### config.mk
export PLATFORM = sky130hd
export DESIGN_NAME = alu_exec_sequencer
export DESIGN_NICKNAME = d
export VERILOG_FILES = /design/src/rtl/alu_exec_sequencer.sv
export SDC_FILE = /design/constraint.sdc
export NUM_CORES = 1
export LEC_CHECK = 0
export CAP_MARGIN = 20
export CORE_MARGIN = 4
export CORE_UTILIZATION = 35
export CTS_CLUSTER_SIZE = 16
export DETAILED_ROUTE_END_ITERATION = 10
export PLACE_DENSITY_LB_ADDON = 0.15
export SLEW_MARGIN = 5
export SYNTH_ARGS = -nofsm -noshare
export SYNTH_HDL_FRONTEND = slang
export SYNTH_SLANG_ARGS = --single-unit
### constraint.sdc
create_clock -name clk -period 4.45 [get_ports clk]
set_input_delay 0.89 -clock clk [delete_from_list [all_inputs] [get_ports clk]]
set_output_delay 0.89 -clock clk [all_outputs]
set_load 0.03 [all_outputs]
### src/rtl/alu_exec_sequencer.sv
// Execute-stage controller for the Y86-64 ALU.
// Accepts one operation per request and holds its operands on the ALU for
// EXEC_CYCLES cycles. It then captures the result, optionally updates
// ZF/SF/OF, and evaluates the jXX/cmovXX condition.
module alu_exec_sequencer #(
  parameter int         WIDTH       = 64,
  parameter int         EXEC_CYCLES = 1,
  parameter logic [2:0] CC_RESET    = 3'b100
) (
  input  logic             clk,
  input  logic             rst_n,
  input  logic             flush,
  input  logic             req_valid,
  output logic             req_ready,
  input  logic [1:0]       req_fn,
  input  logic [WIDTH-1:0] req_a,
  input  logic [WIDTH-1:0] req_b,
  input  logic             req_setcc,
  input  logic [2:0]       req_cond,
  output logic             rsp_valid,
  input  logic             rsp_ready,
  output logic [WIDTH-1:0] rsp_result,
  output logic             rsp_cnd,
  output logic             cc_zf,
  output logic             cc_sf,
  output logic             cc_of
);

  localparam int CNT_W = (EXEC_CYCLES > 1) ? $clog2(EXEC_CYCLES) : 1;

  typedef enum logic [1:0] {IDLE, EXEC, DONE} state_t;

  state_t                  state_q;
  logic                    ready_q;
  logic                    rsp_valid_q;
  logic [WIDTH-1:0]        rsp_result_q;
  logic                    rsp_cnd_q;
  logic [2:0]              cc_q;
  logic [1:0]              fn_q;
  logic signed [WIDTH-1:0] a_q;
  logic signed [WIDTH-1:0] b_q;
  logic                    setcc_q;
  logic [2:0]              cond_q;
  logic [CNT_W-1:0]        cnt_q;

  logic [WIDTH:0]          alu_d;
  logic [WIDTH-1:0]        alu_res_d;
  logic [2:0]              cc_d;
  logic                    cnd_d;

  // ALU: {overflow, result}; overflow only meaningful for add/sub.
  function automatic logic [WIDTH:0] alu_calc(input logic [1:0] fn,
                                                input logic signed [WIDTH-1:0] a,
                                                input logic signed [WIDTH-1:0] b);
    logic signed [WIDTH-1:0] r;
    logic                    of;
    r  = '0;
    of = 1'b0;
    case (fn)
      2'b00: begin
        r  = a + b;
        of = (a[WIDTH-1] == b[WIDTH-1]) && (r[WIDTH-1] != a[WIDTH-1]);
      end
      2'b01: begin
        r  = a - b;
        of = (a[WIDTH-1] != b[WIDTH-1]) && (r[WIDTH-1] != a[WIDTH-1]);
      end
      2'b10: r = a & b;
      default: r = a ^ b;
    endcase
    return {of, r};
  endfunction

  // Condition evaluation on a {ZF,SF,OF} triple.
  function automatic logic cond_eval(input logic [2:0] cond, input logic [2:0] cc);
    logic zf, sf, of;
    logic res;
    {zf, sf, of} = cc;
    case (cond)
      3'd0:    res = 1'b1;
      3'd1:    res = (sf ^ of) | zf;
      3'd2:    res = sf ^ of;
      3'd3:    res = zf;
      3'd4:    res = ~zf;
      3'd5:    res = ~(sf ^ of);
      3'd6:    res = ~(sf ^ of) & ~zf;
      default: res = 1'b0;
    endcase
    return res;
  endfunction

  // ALU driven from latched operands only; condition sees post-update CC.
  always_comb begin
    alu_d     = alu_calc(fn_q, a_q, b_q);
    alu_res_d = alu_d[WIDTH-1:0];
    cc_d      = cc_q;
    if (setcc_q) begin
      cc_d = {(alu_res_d == '0), alu_res_d[WIDTH-1], alu_d[WIDTH]};
    end
    cnd_d     = cond_eval(cond_q, cc_d);
  end

  // Sequencer FSM with registered outputs; flush aborts without touching CC.
  always_ff @(posedge clk or negedge rst_n) begin
    if (!rst_n) begin
      state_q      <= IDLE;
      ready_q      <= 1'b1;
      rsp_valid_q  <= 1'b0;
      rsp_result_q <= '0;
      rsp_cnd_q    <= 1'b0;
      cc_q         <= CC_RESET;
      fn_q         <= 2'b00;
      a_q          <= '0;
      b_q          <= '0;
      setcc_q      <= 1'b0;
      cond_q       <= 3'd0;
      cnt_q        <= '0;
    end else if (flush) begin
      state_q     <= IDLE;
      ready_q     <= 1'b1;
      rsp_valid_q <= 1'b0;
    end else begin
      case (state_q)
        IDLE: begin
          if (req_valid) begin
            fn_q    <= req_fn;
            a_q     <= req_a;
            b_q     <= req_b;
            setcc_q <= req_setcc;
            cond_q  <= req_cond;
            cnt_q   <= CNT_W'(EXEC_CYCLES - 1);
            ready_q <= 1'b0;
            state_q <= EXEC;
          end
        end
        EXEC: begin
          if (cnt_q != '0) begin
            cnt_q <= cnt_q - 1'b1;
          end else begin
            rsp_result_q <= alu_res_d;
            cc_q         <= cc_d;
            rsp_cnd_q    <= cnd_d;
            rsp_valid_q  <= 1'b1;
            state_q      <= DONE;
          end
        end
        DONE: begin
          if (rsp_ready) begin
            rsp_valid_q <= 1'b0;
            ready_q     <= 1'b1;
            state_q     <= IDLE;
          end
        end
        default: begin
          state_q     <= IDLE;
          ready_q     <= 1'b1;
          rsp_valid_q <= 1'b0;
        end
      endcase
    end
  end

  assign req_ready  = ready_q & ~flush;
  assign rsp_valid  = rsp_valid_q;
  assign rsp_result = rsp_result_q;
  assign rsp_cnd    = rsp_cnd_q;
  assign cc_zf      = cc_q[2];
  assign cc_sf      = cc_q[1];
  assign cc_of      = cc_q[0];

endmodule

==> key figures, run 1 <==
Route
  – Post-DR wirelength/cell: 22.37 um
  – DR pass1 iterations: 5
  – # DRC: 0
  – Vias/cell: 5.618
  – Final wirelength: around 85 mm
  – Detailed router's first-iteration violation count: ~1,700
  – Vias post-DR: 21,389
  – Post-route ant nets: 0

Setup path
  – Top delay family on crit path: simple AND/OR/NAND/NOR gates
  – Critical Path RT: between 4000 and 5000 ps
  – CP Class: flip-flop to flip-flop
  – Setup crit start: b_q[8]
  – Buf/Inv on CP: 2
  – Worst EP arrival: 5220 ps
  – Critical-path top delay cell: or4_4
  – Critical path's largest stage delay: between 500 and 600 ps
  – Crit-path cells: inv_2 > ha_4 > or4_4 > or4_4 > a21oi_4 > o31ai_4 > buf_4 > a311oi_4 > o21ai_2 > mux2_4 > a221oi_4 > nand2_1 > or4b_4 > nor4_4 > nand4_1 > o2bb2ai_2 > a211o_1 > a31oi_1
  – Worst Setup End Kind: flip-flop
  – R2R Path Start: b_q[8]
  – Startpoint types: flip-flop
  – CP max FO: 4
  – CP most frequent cell: or4_4

Pwr
  – Power per cell area: ~600 nW/um2
  – Sequential power share: 0.169
  – Comb pwr share: 0.710
  – P_int: 8.906 mW
  – Worst vdd ir: 0.3818 mV
  – P_sw: 7.709 mW
  – Leak Pwr: roughly 12 nW
  – Clock power frac: 0.121
  – Sw Ratio: 0.4640

Flow run
  – Max_cap viols: 0

STA
  – Fin crit period: ~4800 ps
  – Worst Skew: about 16 ps
  – Actual slew at the worst max-slew pin: ~1100 ps
  – Final setup fails: 2
  – Max_slew headroom: 0.2756
  – Unrepaired setup endpoints after global routing: true
  – Final setup TNS: -571.9 ps
  – Final Max Slew Viols: 0
  – Hold slack: 354.2 ps
  – Post-route clock period utilization: 1.078
  – F_max: around 210 MHz
  – Final hold vios: 0
  – Final setup margin: -345.4 ps

Floorplan
  – Row cnt: 83
  – Num ports: around 210
  – Core area: 51,410 um2
  – Die Width: approximately 240 um
  – Die ar.: ~56,000 um2
  – Die Y: roughly 240 um
  – Starting Density: 0.3542

Yosys
  – Yosys reg bits: between 200 and 250
  – Warnings from Yosys: 0
  – Syn_nets: between 2,000 and 3,000
  – Yosys cell types: 96
  – EDFF count, synth: 0
  – Synth Area per Inst: approximately 7.8 um2
  – Area contributors post-synth: dfrtp_1, ha_1, o21ai_0
  – Sequential area share after synthesis: 0.2833
  – Mapped Area: around 18,000 um2
  – Yosys top cell area share: 0.2804
  – Prevailing post-synth register cell: dfrtp_1
  – Cell taking the most area after synthesis: dfrtp_1
  – Synth Instances: about 2,300
  – FFs w/ async S/R, synth: 1.000

Global route
  – First-pass GRT wire length: between 100 and 150 mm
  – Total gr overflow: 0
  – Vias in the first global route: roughly 22,000
  – Initial antenna violation count: 1
  – Largest net degree at the start of global routing: between 100 and 150
  – Gr usage total: 0.2940

Final layout
  – Layout Utilization: 0.5282
  – Area Growth Syn to Fin: 49.13%
  – Layout Cells excl Fill: between 3,000 and 4,000
  – Diodes inserted: 0
  – Layout cells sized above 1: 0.2980
  – Fin nets: between 3,000 and 4,000

CTS
  – TritonCTS Buffers: 24
  – Clock sink count: 206
  – Worst-Skew Late Latency: ~560 ps
  – H-Tree Depth: 1
  – Bufs on Longest Clock Path: 3
  – CTS tree: done
  – Clock transition at the registers of the reported paths: approximately 60 ps
  – # hold bufs at CTS: 0
  – Root buf cell: clkbuf_16

Place
  – Detail Placement HPWL: 67.78 mm
  – DP Cell Count: between 3,000 and 4,000
  – Setup slack at placement: -847.5 ps
  – RD Place Congestion: ~1.0
  – Port Buf Inserts: around 210

Outcome
  – Outcome: finished with violations
  – Failing checks: setup timing

Min path
  – Min-Delay Path Class: input pin to asynchronous set/reset pin
==> layer usage <==
metal,vias to the layer above,routed length (um),global-route usage
li1,10095,-,-
met1,10397,37900,0.4038
met2,768,40360,0.4944
met3,129,4325,0.02970
met4,0,2588,0.08204
met5,-,0,0
==> cell type report <==
class / count / area, um2
clock buffers: 40 / 742.0
clock inverters: 4 / 47.55
fillers: 5003 / 24250
inverters: 135 / 506.7
multi-input cells: 1850 / 12540
flip-flops and latches: 206 / 5162
well taps: 680 / 850.8
repair buffers: 892 / 7307
==> synth_stat cells, types with 34 or more instances <==
library cell,instances
a211oi_1,34
a21oi_1,168
clkbuf_1,123
dfrtp_1,204
ha_1,128
inv_1,130
mux2_2,81
nand2_1,295
nand3_1,59
nor2_1,197
nor3_1,64
nor4_1,48
o21ai_0,224
==> final timing paths <==
kind | end | slack, ps | cells after the start
setup / recovery | rsp_cnd | -350 | 18
setup reg to reg | rsp_cnd | -350 | 18
min in group clk | rsp_result[24] | 480 | 2
max in group asynchronous | ready_q | 3220 | 2
hold / removal | a_q[37] | 350 | 1
hold reg to reg | rsp_result[24] | 480 | 2
==> kinds of logic after synthesis <==
family / count (synthesis) / share of synthesized area
simple gates: 840 / 0.2196
compound gates: 746 / 0.2692
buf+inv: 284 / 0.05924
flops: 206 / 0.2833
fa+ha+maj: 130 / 0.09016
mux: 109 / 0.06645
xor+xnor: 25 / 0.01203
==> cell usage in the layout, fill, tap and decap left out, types with 9 or more instances in the layout <==
master	synthesis	layout
buf_4	0	673
nand2_1	295	293
o21ai_0	224	216
clkdlybuf4s50_1	0	207
dfrtp_1	204	202
nor2_1	197	194
a21oi_1	168	155
inv_1	130	126
ha_1	128	115
mux2_2	81	81
nor3_1	64	61
nand3_1	59	59
nor4_1	48	42
nand4_1	32	32
a31oi_1	27	26
nor2b_1	28	25
o211ai_1	25	25
o31ai_1	26	25
mux2i_1	26	25
clkbuf_16	0	25
a211oi_1	34	24
a21o_1	23	23
o21bai_1	23	23
xnor2_1	22	22
nand2b_1	16	16
or2_2	15	15
o21a_1	15	14
and3_1	14	14
and4_1	14	14
o221ai_1	13	13
a21oi_2	0	13
o41ai_1	15	13
and2_1	11	11
o31a_1	10	10
a21boi_0	10	10
o21ai_1	4	10
ha_4	0	10
o311ai_0	10	9
or4_1	10	9
clkbuf_1	123	9
==> worst register-to-register path: cells and delay by family (launching register included) <==
family | cells | cell delay (ps)
mux | 1 | 320
buf+inv | 2 | 250
simple gates | 6 | 2050
flops | 1 | 390
fa+ha+maj | 1 | 200
compound gates | 8 | 1450
==> stage by stage <==
step,power (mW),instance area [um2]
finish,16.62,27150
global route,17.60,27150
CTS,16.30,26790
detailed placement,13.98,25640
global placement,13.94,25640
floorplan,8.100,18210
==> flip-flops by register name (all words and copies together), names as in the netlist <==
signal	count
a_q	64
b_q	64
cc_q	3
cond_q	3
fn_q	2
ready_q	1
rsp_cnd	1
rsp_result	64
rsp_valid	1
setcc_q	1
state_q	2
==> power by group through the flow <==
stage / Sequential (mW) / Combinational [mW] / Clock, mW
finish: 2.80 / 11.8 / 2.02
global route: 2.87 / 12.6 / 2.14
CTS: 2.81 / 11.4 / 2.07
detailed placement: 2.82 / 11.2 / 0
global placement: 2.80 / 11.1 / 0
floorplan: 3.32 / 4.78 / 0
==> what timing repair did <==
| item | in CTS | in global routing |
|---|---|---|
| resized for setup | 57 | 59 |
| setup buffers | 10 | 11 |
| pin swaps | 26 | 25 |
| setup endpoints to repair | 8 | 8 |
Note: power is estimated with default switching activity, not from simulation.
==> inputs of run 2 (changes only) <==
- SETUP_SLACK_MARGIN: default -> 0.3
==> key figures, run 2 (synthesis gave the netlist of run 1 again) <==
Global route
  – Total gr overflow: 0
  – Largest net degree at the start of global routing: roughly 110
  – Initial antenna violation count: 2
  – Vias in the first global route: between 20,000 and 25,000
  – First-pass GRT wire length: ~130 mm
  – Gr usage total: 0.2850

STA
  – Fin crit period: about 4800 ps
  – Max_slew headroom: 0.3296
  – Final hold vios: 0
  – Worst Skew: 31.61 ps
  – Hold slack: 399.6 ps
  – Actual slew at the worst max-slew pin: between 900 and 1000 ps
  – Final setup margin: -311.7 ps
  – Final Max Slew Viols: 0
  – F_max: between 200 and 250 MHz
  – Final setup fails: 2
  – Unrepaired setup endpoints after global routing: true
  – Post-route clock period utilization: 1.070

Setup path
  – Critical Path RT: a little under 5000 ps
  – Worst EP arrival: 5200 ps
  – Worst Setup End Kind: flip-flop
  – Startpoint types: flip-flop
  – Top delay family on crit path: simple AND/OR/NAND/NOR gates
  – Crit-path cells: inv_1 > ha_2 > fa_2 > and2b_2 > o2111ai_4 > buf_6 > a2111oi_4 > o31a_1 > a21oi_2 > and3_1 > or4_4 > nor4b_4 > nand4_1 > or4b_4 > nor4_4 > nand4_1 > o2bb2ai_2 > a211o_1 > a31oi_1
  – CP most frequent cell: nand4_1
  – Critical path's largest stage delay: between 600 and 700 ps
  – Buf/Inv on CP: 2
  – Critical-path top delay cell: or4b_4
  – CP max FO: 3
  – CP Class: flip-flop to flip-flop

Route
  – Post-route ant nets: 0
  – Detailed router's first-iteration violation count: between 1,500 and 2,000
  – DR pass1 iterations: 6
  – Vias/cell: between 5 and 6
  – Post-DR wirelength/cell: 21.92 um
  – Final wirelength: 82.54 mm
  – # DRC: 0
  – Vias post-DR: 21,024

Floorplan
  – Core area: between 50,000 and 60,000 um2
  – Die Width: approximately 240 um
  – Die Y: approximately 240 um
  – Num ports: approximately 210
  – Row cnt: 83
  – Die ar.: 55,730 um2
  – Starting Density: 0.3542

Final layout
  – Layout cells sized above 1: 0.2909
  – Area Growth Syn to Fin: 47.45%
  – Fin nets: around 3,300
  – Fillers: just over 5,000
  – Most frequent cells in the layout: buf_4, nand2_1, o21ai_0
  – Most common cell after layout, fill and taps aside: buf_4
  – Reg area: approximately 5200 um2
  – Area occupied by multi-input gates: between 10,000 and 15,000 um2

Min path
  – Min-Delay Path Class: input pin to asynchronous set/reset pin

Place
  – Detail Placement HPWL: 66.06 mm
  – RD Place Congestion: ~0.95
  – Port Buf Inserts: roughly 210

Outcome
  – Failing checks: setup timing
  – Outcome: finished with violations

CTS
  – Bufs on Longest Clock Path: 3
  – CTS tree: done
  – H-Tree Depth: 1
  – Root buf cell: clkbuf_16
  – Clock sink count: slightly above 200
  – TritonCTS Buffers: 25
  – # hold bufs at CTS: 0
  – Clock transition at the registers of the reported paths: around 60 ps
  – Worst-Skew Late Latency: between 500 and 600 ps

Pwr
  – Power per cell area: 613.6 nW/um2
  – Leak Pwr: roughly 12 nW
  – Worst vdd ir: roughly 0.43 mV
  – Power, Total: between 15 and 20 mW

Flow run
  – Max_cap viols: 0
==> run 2: metal layers <==
| layer | wire, um | track usage | share of wire |
|---|---|---|---|
| met1 | 36060 | 0.3777 | 0.44 |
| met4 | 3282 | 0.09201 | 0.040 |
| met3 | 4000 | 0.03052 | 0.048 |
| met2 | 39180 | 0.4881 | 0.47 |
| met5 | 17 | 0 | 0.00021 |
==> run 2: area by class of cell <==
class	count	share of cell area
multi-input cells	1850	0.4653
repair buffers	849	0.2611
diodes	1	0.00009321
clock buffers	35	0.02656
inverters	135	0.01887
clock inverters	9	0.004008
flip-flops and latches	206	0.1923
well taps	680	0.03169
==> run 2: power by group <==
group | switching [mW] | internal (mW) | leakage, nW
Sequential | 0.395 | 2.42 | 2.50
Clock | 0.850 | 1.23 | 0.399
Combinational | 6.40 | 5.18 | 8.96
Total | 7.65 | 8.82 | 11.9
==> run 2: final timing paths <==
check	from	to	slack, ps	cells after the start
setup / recovery	a_q[0]	rsp_cnd	-310	19
hold / removal	rst_n	a_q[38]	400	1
setup reg to reg	a_q[0]	rsp_cnd	-310	19
hold reg to reg	rsp_result[30]	rsp_result[30]	480	2
max in group asynchronous	rst_n	cc_q[2]	3140	2
min in group clk	rsp_result[30]	rsp_result[30]	480	2
==> run 2: metrics by stage <==
step / utilization / TNS, ps / area [um2] / std cells / worst slack, ps
final: 0.5223 / -503.6 / 26850 / 3765 / -311.7
after global routing: 0.5222 / -973.6 / 26840 / 3764 / -483.2
after CTS: 0.5170 / -721.0 / 26570 / 3760 / -420.6
after detailed placement: 0.4938 / -1805 / 25380 / 3702 / -888.2
after global placement: 0.4938 / -1779 / 25380 / 3702 / -845.6
after floorplan: - / 0 / 18230 / 2340 / 177.1
==> run 2: repair_timing <==
action / in CTS / in global routing
setup buffers: 14 / 4
setup endpoints to repair: 11 / 15
gates cloned: 0 / 0
gates resized for setup: 61 / 53
pin swaps: 18 / 20
